File: src/rtl/lcd_write_scheduler.sv
// Character-LCD bus owner: init pass-through, then each byte as two timed nibbles plus execution wait; outputs registered (1-cycle latency).
// REQ_READY only in IDLE, requester holds REQ_VALID; LCD_LINE_WRAP_EN adds cursor tracking with an inserted line-jump command.
module lcd_write_scheduler #(
    parameter int T_SETUP   = 2,
    parameter int T_EPULSE  = 12,
    parameter int T_NIB_GAP = 50,
    parameter int T_CMD     = 2000,
    parameter int T_CLEAR   = 82000
) (
    input  logic       CLK,
    input  logic       RST,
    input  logic       INIT_DONE,
    input  logic [3:0] INIT_SF_D,
    input  logic       INIT_E,
    input  logic       REQ_VALID,
    input  logic       REQ_RS,
    input  logic [7:0] REQ_DATA,
    output logic       REQ_READY,
    output logic [3:0] SF_D,
    output logic       LCD_E,
    output logic       LCD_RS,
    output logic       LCD_RW,
    output logic       BUSY
);
    localparam int M1    = (T_SETUP > T_EPULSE) ? T_SETUP : T_EPULSE;
    localparam int M2    = (M1 > T_NIB_GAP) ? M1 : T_NIB_GAP;
    localparam int M3    = (M2 > T_CMD) ? M2 : T_CMD;
    localparam int T_MAX = (M3 > T_CLEAR) ? M3 : T_CLEAR;
    localparam int CW    = $clog2(T_MAX + 1);

    typedef enum logic [2:0] {
        S_PASS, S_IDLE, S_HI_SETUP, S_HI_PULSE, S_GAP, S_LO_SETUP, S_LO_PULSE, S_WAIT
    } state_t;

    state_t        state_q, state_d;
    logic [CW-1:0] cnt_q, cnt_d, dur;
    logic [7:0]    byte_q, byte_d;
    logic          rs_q, rs_d;
    logic [3:0]    dat_q, dat_d;
    logic          e_q, e_d, lrs_q, lrs_d, rdy_q, rdy_d, busy_q, busy_d;
    logic          is_clear, last;
`ifdef LCD_LINE_WRAP_EN
    logic [3:0]    col_q, col_d;
    logic          line_q, line_d, wrap_q, wrap_d;
`endif

    // Clear display / return home need the long execution wait
    assign is_clear = !rs_q && (byte_q == 8'h01 || byte_q == 8'h02 || byte_q == 8'h03);

    always_comb begin
        dur = '0;
        case (state_q)
            S_HI_SETUP, S_LO_SETUP: dur = CW'(T_SETUP);
            S_HI_PULSE, S_LO_PULSE: dur = CW'(T_EPULSE);
            S_GAP:                  dur = CW'(T_NIB_GAP);
            S_WAIT:                 dur = is_clear ? CW'(T_CLEAR) : CW'(T_CMD);
            default:                dur = '0;
        endcase
    end

    assign last = (cnt_q == dur - 1'b1);

    always_comb begin
        state_d = state_q;
        cnt_d   = cnt_q + 1'b1;
        byte_d  = byte_q;
        rs_d    = rs_q;
`ifdef LCD_LINE_WRAP_EN
        col_d   = col_q;
        line_d  = line_q;
        wrap_d  = wrap_q;
`endif
        case (state_q)
            S_PASS: begin
                cnt_d = '0;
                if (INIT_DONE) state_d = S_IDLE;
            end
            S_IDLE: begin
                cnt_d = '0;
                if (REQ_VALID && rdy_q) begin
                    state_d = S_HI_SETUP;
                    byte_d  = REQ_DATA;
                    rs_d    = REQ_RS;
`ifdef LCD_LINE_WRAP_EN
                    if (REQ_RS) begin
                        col_d = col_q + 4'd1;
                        if (col_q == 4'hF) wrap_d = 1'b1;
                    end else if (REQ_DATA == 8'h01 || REQ_DATA == 8'h02 || REQ_DATA == 8'h03) begin
                        col_d  = '0;
                        line_d = 1'b0;
                    end else if (REQ_DATA[7]) begin
                        line_d = REQ_DATA[6];
                        col_d  = REQ_DATA[3:0];
                    end
`endif
                end
            end
            S_HI_SETUP: if (last) state_d = S_HI_PULSE;
            S_HI_PULSE: if (last) state_d = S_GAP;
            S_GAP:      if (last) state_d = S_LO_SETUP;
            S_LO_SETUP: if (last) state_d = S_LO_PULSE;
            S_LO_PULSE: if (last) state_d = S_WAIT;
            S_WAIT: begin
                if (last) begin
                    state_d = S_IDLE;
`ifdef LCD_LINE_WRAP_EN
                    // Column 15 was just written: jump to the start of the other line
                    if (wrap_q) begin
                        state_d = S_HI_SETUP;
                        rs_d    = 1'b0;
                        byte_d  = line_q ? 8'h80 : 8'hC0;
                        line_d  = !line_q;
                        col_d   = '0;
                        wrap_d  = 1'b0;
                    end
`endif
                end
            end
            default: state_d = S_PASS;
        endcase
        if (state_d != state_q) cnt_d = '0;
    end

    always_comb begin
        dat_d  = dat_q;
        e_d    = 1'b0;
        lrs_d  = rs_d;
        rdy_d  = (state_d == S_IDLE);
        busy_d = (state_d != S_IDLE);
        case (state_d)
            S_PASS: begin
                dat_d = INIT_SF_D;
                e_d   = INIT_E;
                lrs_d = 1'b0;
            end
            S_IDLE: lrs_d = lrs_q;
            S_HI_SETUP, S_GAP: dat_d = byte_d[7:4];
            S_HI_PULSE: begin
                dat_d = byte_d[7:4];
                e_d   = 1'b1;
            end
            S_LO_SETUP, S_WAIT: dat_d = byte_d[3:0];
            S_LO_PULSE: begin
                dat_d = byte_d[3:0];
                e_d   = 1'b1;
            end
            default: dat_d = dat_q;
        endcase
    end

    always_ff @(posedge CLK) begin
        if (RST) begin
            state_q <= S_PASS;
            cnt_q   <= '0;
            byte_q  <= '0;
            rs_q    <= 1'b0;
            dat_q   <= '0;
            e_q     <= 1'b0;
            lrs_q   <= 1'b0;
            rdy_q   <= 1'b0;
            busy_q  <= 1'b1;
        end else begin
            state_q <= state_d;
            cnt_q   <= cnt_d;
            byte_q  <= byte_d;
            rs_q    <= rs_d;
            dat_q   <= dat_d;
            e_q     <= e_d;
            lrs_q   <= lrs_d;
            rdy_q   <= rdy_d;
            busy_q  <= busy_d;
        end
    end

`ifdef LCD_LINE_WRAP_EN
    always_ff @(posedge CLK) begin
        if (RST) begin
            col_q  <= '0;
            line_q <= 1'b0;
            wrap_q <= 1'b0;
        end else begin
            col_q  <= col_d;
            line_q <= line_d;
            wrap_q <= wrap_d;
        end
    end
`endif

    assign SF_D      = dat_q;
    assign LCD_E     = e_q;
    assign LCD_RS    = lrs_q;
    assign LCD_RW    = 1'b0;
    assign REQ_READY = rdy_q;
    assign BUSY      = busy_q;
endmodule

File: config.mk
export PLATFORM = sky130hd
export DESIGN_NAME = lcd_write_scheduler
export DESIGN_NICKNAME = d
export VERILOG_FILES = /design/src/rtl/lcd_write_scheduler.sv
export SDC_FILE = /design/constraint.sdc
export NUM_CORES = 1
export LEC_CHECK = 0
export ABC_AREA = 0
export BUFFER_PORTS_ARGS = -buffer_cell sky130_fd_sc_hd__buf_4
export CORE_ASPECT_RATIO = 1.75
export CORE_MARGIN = 5
export CORE_UTILIZATION = 45
export CTS_CLUSTER_SIZE = 14
export DETAILED_ROUTE_END_ITERATION = 10
export HOLD_SLACK_MARGIN = 0.03
export PLACE_DENSITY = 0.75
export SLEW_MARGIN = 20
export SYNTH_ARGS = -nofsm -noshare
export SYNTH_HDL_FRONTEND = slang
export SYNTH_SLANG_ARGS = --single-unit
File: constraint.sdc
create_clock -name CLK -period 10.5 [get_ports CLK]
set_input_delay 0.525 -clock CLK [delete_from_list [all_inputs] [get_ports CLK]]
set_output_delay 0.525 -clock CLK [all_outputs]
set_load 0.02 [all_outputs]
==> flow_metrics.tcl, run 1 <==
set metrics [dict create \
    layout-drive-gt1-share_pct 18.7 \
    netlist_instances 280 \
    vias 2051 \
    fin_skew_ns 0.0101 \
    synth-seq-cells 37 \
    coreArea_sq_um 5210 \
    grt_max_degree 24 \
    path_class "register to register" \
    firstDrtPassIters 4 \
    drc 0 \
    power_uw 298 \
    start_util_pct 45.4 \
    holdPathEnd "LCD_E" \
    io_pins 27 \
    vias_per_cell 5.79 \
    grt_usage_pct 16.7 \
    avgSynthCellArea_sq_um 8.45 \
    synth.distinct_cells 67 \
    cts_root_buf "clkbuf_8" \
    whs_path_depth 2 \
    reg2reg_depth 14 \
    timing_hold_violations_final 0 \
    numCtsBuffers 5 \
    cts_setup_buffers 0 \
    h-tree-depth 2 \
    slew_headroom_pct 45.4 \
    cts_hold_buf 0 \
    antenna_found_initial 0 \
    routedWlPerCell_um 15.7 \
    holdWs_ns 0.476 \
    ir_drop_uv 86.6 \
    hold_start "INIT_E" \
    drv_slew 0 \
    critPathMaxFanout 23 \
    tritoncts "done" \
    ys_warn_count 0 \
    hp-class "primary input to register" \
    clockBufferDepth 2 \
    cts_sinks 37 \
    rsz0062_at_grt "false" \
    grt_pass1_vias 1970 \
    ys_seq_area_share_pct 31.3 \
    setup_viol 0 \
    wl_um 5560 \
    endpoint_kind "register" \
    period_share_pct 38.7 \
    drt_iter0_drc 58 \
    place_congestion 0.884 \
    status "complete, no violations" \
    num_rows 35 \
    synth_nets 303 \
    fillers 500 \
    required_ns 10.70 \
    n_antenna_cell 0 \
    period_needed_ns 4.06 \
    syn_area_sq_um 2370 \
    area_growth_pct 11.6 \
    power_density_nw_per_um2 113 \
    die_h_um 106 \
    post-dp-hpwl_um 4280 \
    numPortBuffers 25 \
    clk-insertion-delay-late_ns 0.30 \
    synthArstFlopShare_pct 0 \
    critPathLaunchType "register" \
    postRouteAntennaNets 0 \
    tns_ns 0 \
    dieWidth_um 64.8 \
    cts-resized-gates 0 \
    max_freq_mhz 246 \
    crit_arrival_ns 4.26 \
    r2r_slack_ns 6.44 \
    globalRouteOverflowTotal 0 \
    nNetsFinal 321 \
    cap_violations 0 \
    synth_edf_count 0 \
    r2r-start "state_q[1]" \
    grt_pass1_wl_um 9030 \
    die_area_sq_um 6870 \
    reg2reg_to "SF_D[3]" \
    leakagePower_nw 1.01 \
    clk_pin_slew_worst_paths_ns 0.08 \
    synth-main-ff-cell "dfxtp_1" \
    post-route-util_pct 50.7 \
    tightest_slew_ns 0.818 \
]
-- metal layers --
metal  routed length (um)  global-route usage (%)  part of all wire [%]
met3                  164                    2.85                   3.0
met4                  218                    9.23                   3.9
met2                 3070                    31.5                    55
met1                 2110                    16.6                    38
met5                    0                       0                     0
-- through the flow --
| stage | cell area (sq um) | setup WS [ns] | cells |
|---|---|---|---|
| 6_report | 2640 | 6.44 | 354 |
| 5_1_grt | 2640 | 6.12 | 354 |
| 4_1_cts | 2640 | 6.50 | 354 |
| 3_5_place_dp | 2550 | 6.55 | 346 |
| 3_3_place_gp | 2550 | 6.65 | 346 |
| 2_1_floorplan | 2370 | 7.06 | 280 |
-- area by class of cell --
cell class / count / area [sq um] / area share (%)
Clock inverter: 3 / 17.5 / 0.663
Sequential cell: 37 / 741 / 28.0
Tap cell: 55 / 68.8 / 2.60
Clock buffer: 5 / 68.8 / 2.60
Timing Repair Buffer: 25 / 188 / 7.10
Multi-Input combinational cell: 217 / 1510 / 57.3
Inverter: 12 / 45.0 / 1.70
-- worst max-delay path by stage --
stage / from / cells past startpoint / to
finish: state_q[1] / 14 / SF_D[3]
global route: state_q[1] / 14 / SF_D[2]
CTS: state_q[1] / 14 / SF_D[3]
detailed placement: state_q[1] / 14 / SF_D[3]
global placement: state_q[1] / 14 / SF_D[3]
floorplan: state_q[2] / 17 / SF_D[2]
-- cells in the final DEF, fill, tap and decap left out, drive strengths merged, types with 3 or more instances in the layout --
cell type	count
a21oi	10
a31o	3
and2	4
and3	9
buf	25
clkbuf	5
dfxtp	37
ha	5
inv	12
mux2	3
mux2i	10
nand2	22
nand2b	6
nand3	12
nand4	5
nor2	37
nor3	7
nor4bb	3
o211ai	3
o21ai	12
or3	6
xnor2	12
xor2	12
-- flip-flops by register name, summed over array words and instances (netlist names) --
name,cells
state_q,3
SF_D,4
REQ_READY,1
rs_q,1
byte_q,8
LCD_E,1
BUSY,1
LCD_RS,1
cnt_q,17
-- synthesized netlist by cell type (2+ instances only) --
cell type,n,area [sq um]
a31oi_1,2,12.5
ha_1,5,62.6
inv_1,12,45.0
buf_2,5,25.0
and2_1,3,18.8
nand2_1,22,82.6
nand4_1,5,31.3
xor2_1,12,105
nor4_1,2,12.5
nor3b_1,2,15.0
nor2_1,36,135
a32o_1,2,20.0
mux2_2,3,33.8
nand2b_1,6,37.5
mux2i_1,10,100
o21ai_0,7,35.0
and3_1,8,50.1
nor3_1,5,25.0
dfxtp_1,37,741
clkbuf_1,5,18.8
xnor2_1,10,87.6
a211o_1,2,17.5
a21oi_1,10,50.1
nand3_1,11,55.1
or3_1,6,37.5
nor3_2,2,20.0
buf_1,2,7.51
a31o_2,2,17.5
nor4bb_1,3,30.0
o211ai_2,2,25.0
nor2b_1,2,12.5
o21ai_1,4,20.0
-- power breakdown --
part,switching [mW],internal (mW)
Combinational,0.0249,0.0220
Clock,0.0542,0.0458
Sequential,0.00572,0.145
Total,0.0848,0.213
-- worst max-delay path, cell delays in order (launching register included) --
cell and delay (ns):
dfxtp_1 0.81, nand2b_1 0.24, o21a_1 0.24, ha_1 0.24, inv_1 0.13, ha_1 0.32
nor2b_1 0.19, a32oi_1 0.07, a211oi_1 0.30, o311a_4 0.26, and4_1 0.51, xnor2_4 0.20
and2_4 0.18, nor2_1 0.04, o2111a_1 0.22
-- cell families after synthesis --
logic type	share of synthesized area [%]
simple gates	27.3
compound gates	18.1
flops	31.3
buf+inv	4.86
xor+xnor	9.99
mux	5.66
fa+ha+maj	2.64
other cells	0.158
Note: power is estimated with default switching activity, not from simulation.
==> inputs of run 2 (changes only) <==
PLACE_DENSITY = 0.77   (was 0.75)
clock period = 3.5 ns   (was 10.5 ns; I/O delays follow)
==> run 2 against run 1 <==
Sequential share of layout area shrank 1.1 points. Count of clock-buffer cells in the layout is the same. Wire length grew 4.6%. Largest cell class unchanged. Clock skew is essentially flat. Critical endpoint is now SF_D[2]. Combinational power grew to 3.4 times the previous value. Critical path depth is the same.
==> flow_metrics.tcl, run 2 (synthesis results as in run 1) <==
set metrics [dict create \
    grt_pass1_wl_um 9470 \
    fin_ws_ns 0.195 \
    ir_drop_uv 289 \
    largest_reg_flops 17 \
    final_cell_mix "36 x dfxtp_1, 36 x nor2_1, 32 x buf_4" \
    status "complete, no violations" \
    r2r-start "state_q[0]" \
    cts_sinks 37 \
    n_antenna_cell 0 \
    drt_iter0_drc 74 \
    final_cell_area_sq_um 2750 \
    tightest_slew_ns 0.579 \
    grt_pass1_vias 2182 \
    rsz0062_at_grt "false" \
    die_h_um 106 \
    slew_headroom_pct 61.1 \
    clockBufferDepth 2 \
    vias_per_cell 5.83 \
    area_growth_pct 16.2 \
    power_density_nw_per_um2 335 \
    r2r_slack_ns 0.19 \
    period_needed_ns 3.31 \
    cp_cell_sequence "nand2b_1, o21a_1, ha_1, inv_1, ha_4, xnor2_1, nand4_1, a21oi_2, o311a_4, nand3_4, o21a_4, a211o_1, mux2i_1, o211a_1" \
    hold_start "INIT_E" \
    use_met2_pct 33.9 \
    fin_skew_ns 0.0104 \
    die_area_sq_um 6870 \
    period_share_pct 94.4 \
    reg2reg_to "SF_D[2]" \
    critical_path.top_delay_family "compound AO/OA/AOI/OAI gates" \
    critPathMaxStageDelay_ns 0.35 \
    drc 0 \
    hp-class "primary input to register" \
    tns_ns 0 \
    drv_slew 0 \
    critPathLaunchType "register" \
    max_freq_mhz 303 \
    clk_pin_slew_worst_paths_ns 0.09 \
    final_cells 361 \
    crit_slowest_cell "dfxtp_1" \
    required_ns 3.70 \
    layout-drive-gt1-share_pct 23.2 \
    critPathMaxFanout 7 \
    dp.cells 352 \
    grt_max_degree 17 \
    clk-insertion-delay-late_ns 0.30 \
    vias 2106 \
    coreArea_sq_um 5210 \
    endpoint_kind "register" \
    dieWidth_um 64.8 \
    numCtsBuffers 5 \
    cts_root_buf "clkbuf_8" \
    routedWlPerCell_um 16.1 \
    crit_arrival_ns 3.50 \
    fillers 463 \
    top_usage_layer "met2" \
    timing_hold_violations_final 0 \
    globalRouteOverflowTotal 0 \
    pre_cts_slack_ns 0.0607 \
    h-tree-depth 2 \
    postRouteAntennaNets 0 \
    leakagePower_nw 1.06 \
    setup_viol 0 \
    holdPathEnd "LCD_E" \
    wl_um 5820 \
    reg2reg_depth 14 \
    place_area_sq_um 2600 \
    cts_hold_buf 0 \
    io_pins 27 \
    top_register "cnt_q" \
    grt_usage_pct 17.6 \
    post-dp-hpwl_um 4530 \
    start_util_pct 45.4 \
    whs_path_depth 2 \
    antenna_found_initial 0 \
    tritoncts "done" \
    numPortBuffers 25 \
    num_rows 35 \
    path_class "register to register" \
    firstDrtPassIters 4 \
    globalRouteMet3Util_pct 2.96 \
    nNetsFinal 328 \
    cap_violations 0 \
    met1_usage_pct 15.9 \
    place_congestion 0.894 \
    crit_buf_inv 1 \
]
run 2: how the worst max path moves through the flow:
stage               start       to  slack [ns]  cells after the start
2_1_floorplan  state_q[2]  SF_D[2]        0.06                     17
3_3_place_gp   state_q[0]  SF_D[3]        0.14                     14
3_5_place_dp   state_q[0]  SF_D[3]        0.06                     14
4_1_cts        state_q[0]  SF_D[3]        0.02                     14
5_1_grt        state_q[0]  SF_D[2]       0.003                     14
6_report       state_q[0]  SF_D[2]        0.19                     14
run 2: per-stage QoR:
step / hold slack (ns) / total power, mW / utilization (%)
floorplan: 0.256 / 0.554 / -
detailed placement: 0.432 / 0.609 / 49.9
global route: 0.136 / 0.959 / 52.8
CTS: 0.118 / 0.926 / 51.7
finish: 0.124 / 0.921 / 52.8
global placement: 0.441 / 0.607 / 49.9
run 2: final cells by class:
class	instances	area [sq um]	area share, %
multi-input cells	217	1560	56.7
repair buffers	32	240	8.74
well taps	55	68.8	2.50
clock buffers	5	68.8	2.50
flip-flops and latches	37	742	27.0
clock inverters	3	25.0	0.910
inverters	12	45.0	1.64
run 2: report_power, final:
part           leakage, nW  switching, mW  internal (mW)
registers            0.301        0.00872          0.435
clock network       0.0447          0.173          0.144
logic                0.715         0.0876         0.0726
run 2: what timing repair did:
action / 4_1_cts / 5_1_grt
gates resized for setup: 0 / 12
setup buffers: 0 / 1
setup endpoints to repair: 0 / 8
run 2: metal layers:
layer	part of all wire [%]	routed length (um)
met2	57	3300
met1	34	1980
met4	5.4	316
met3	3.9	226
met5	0	0
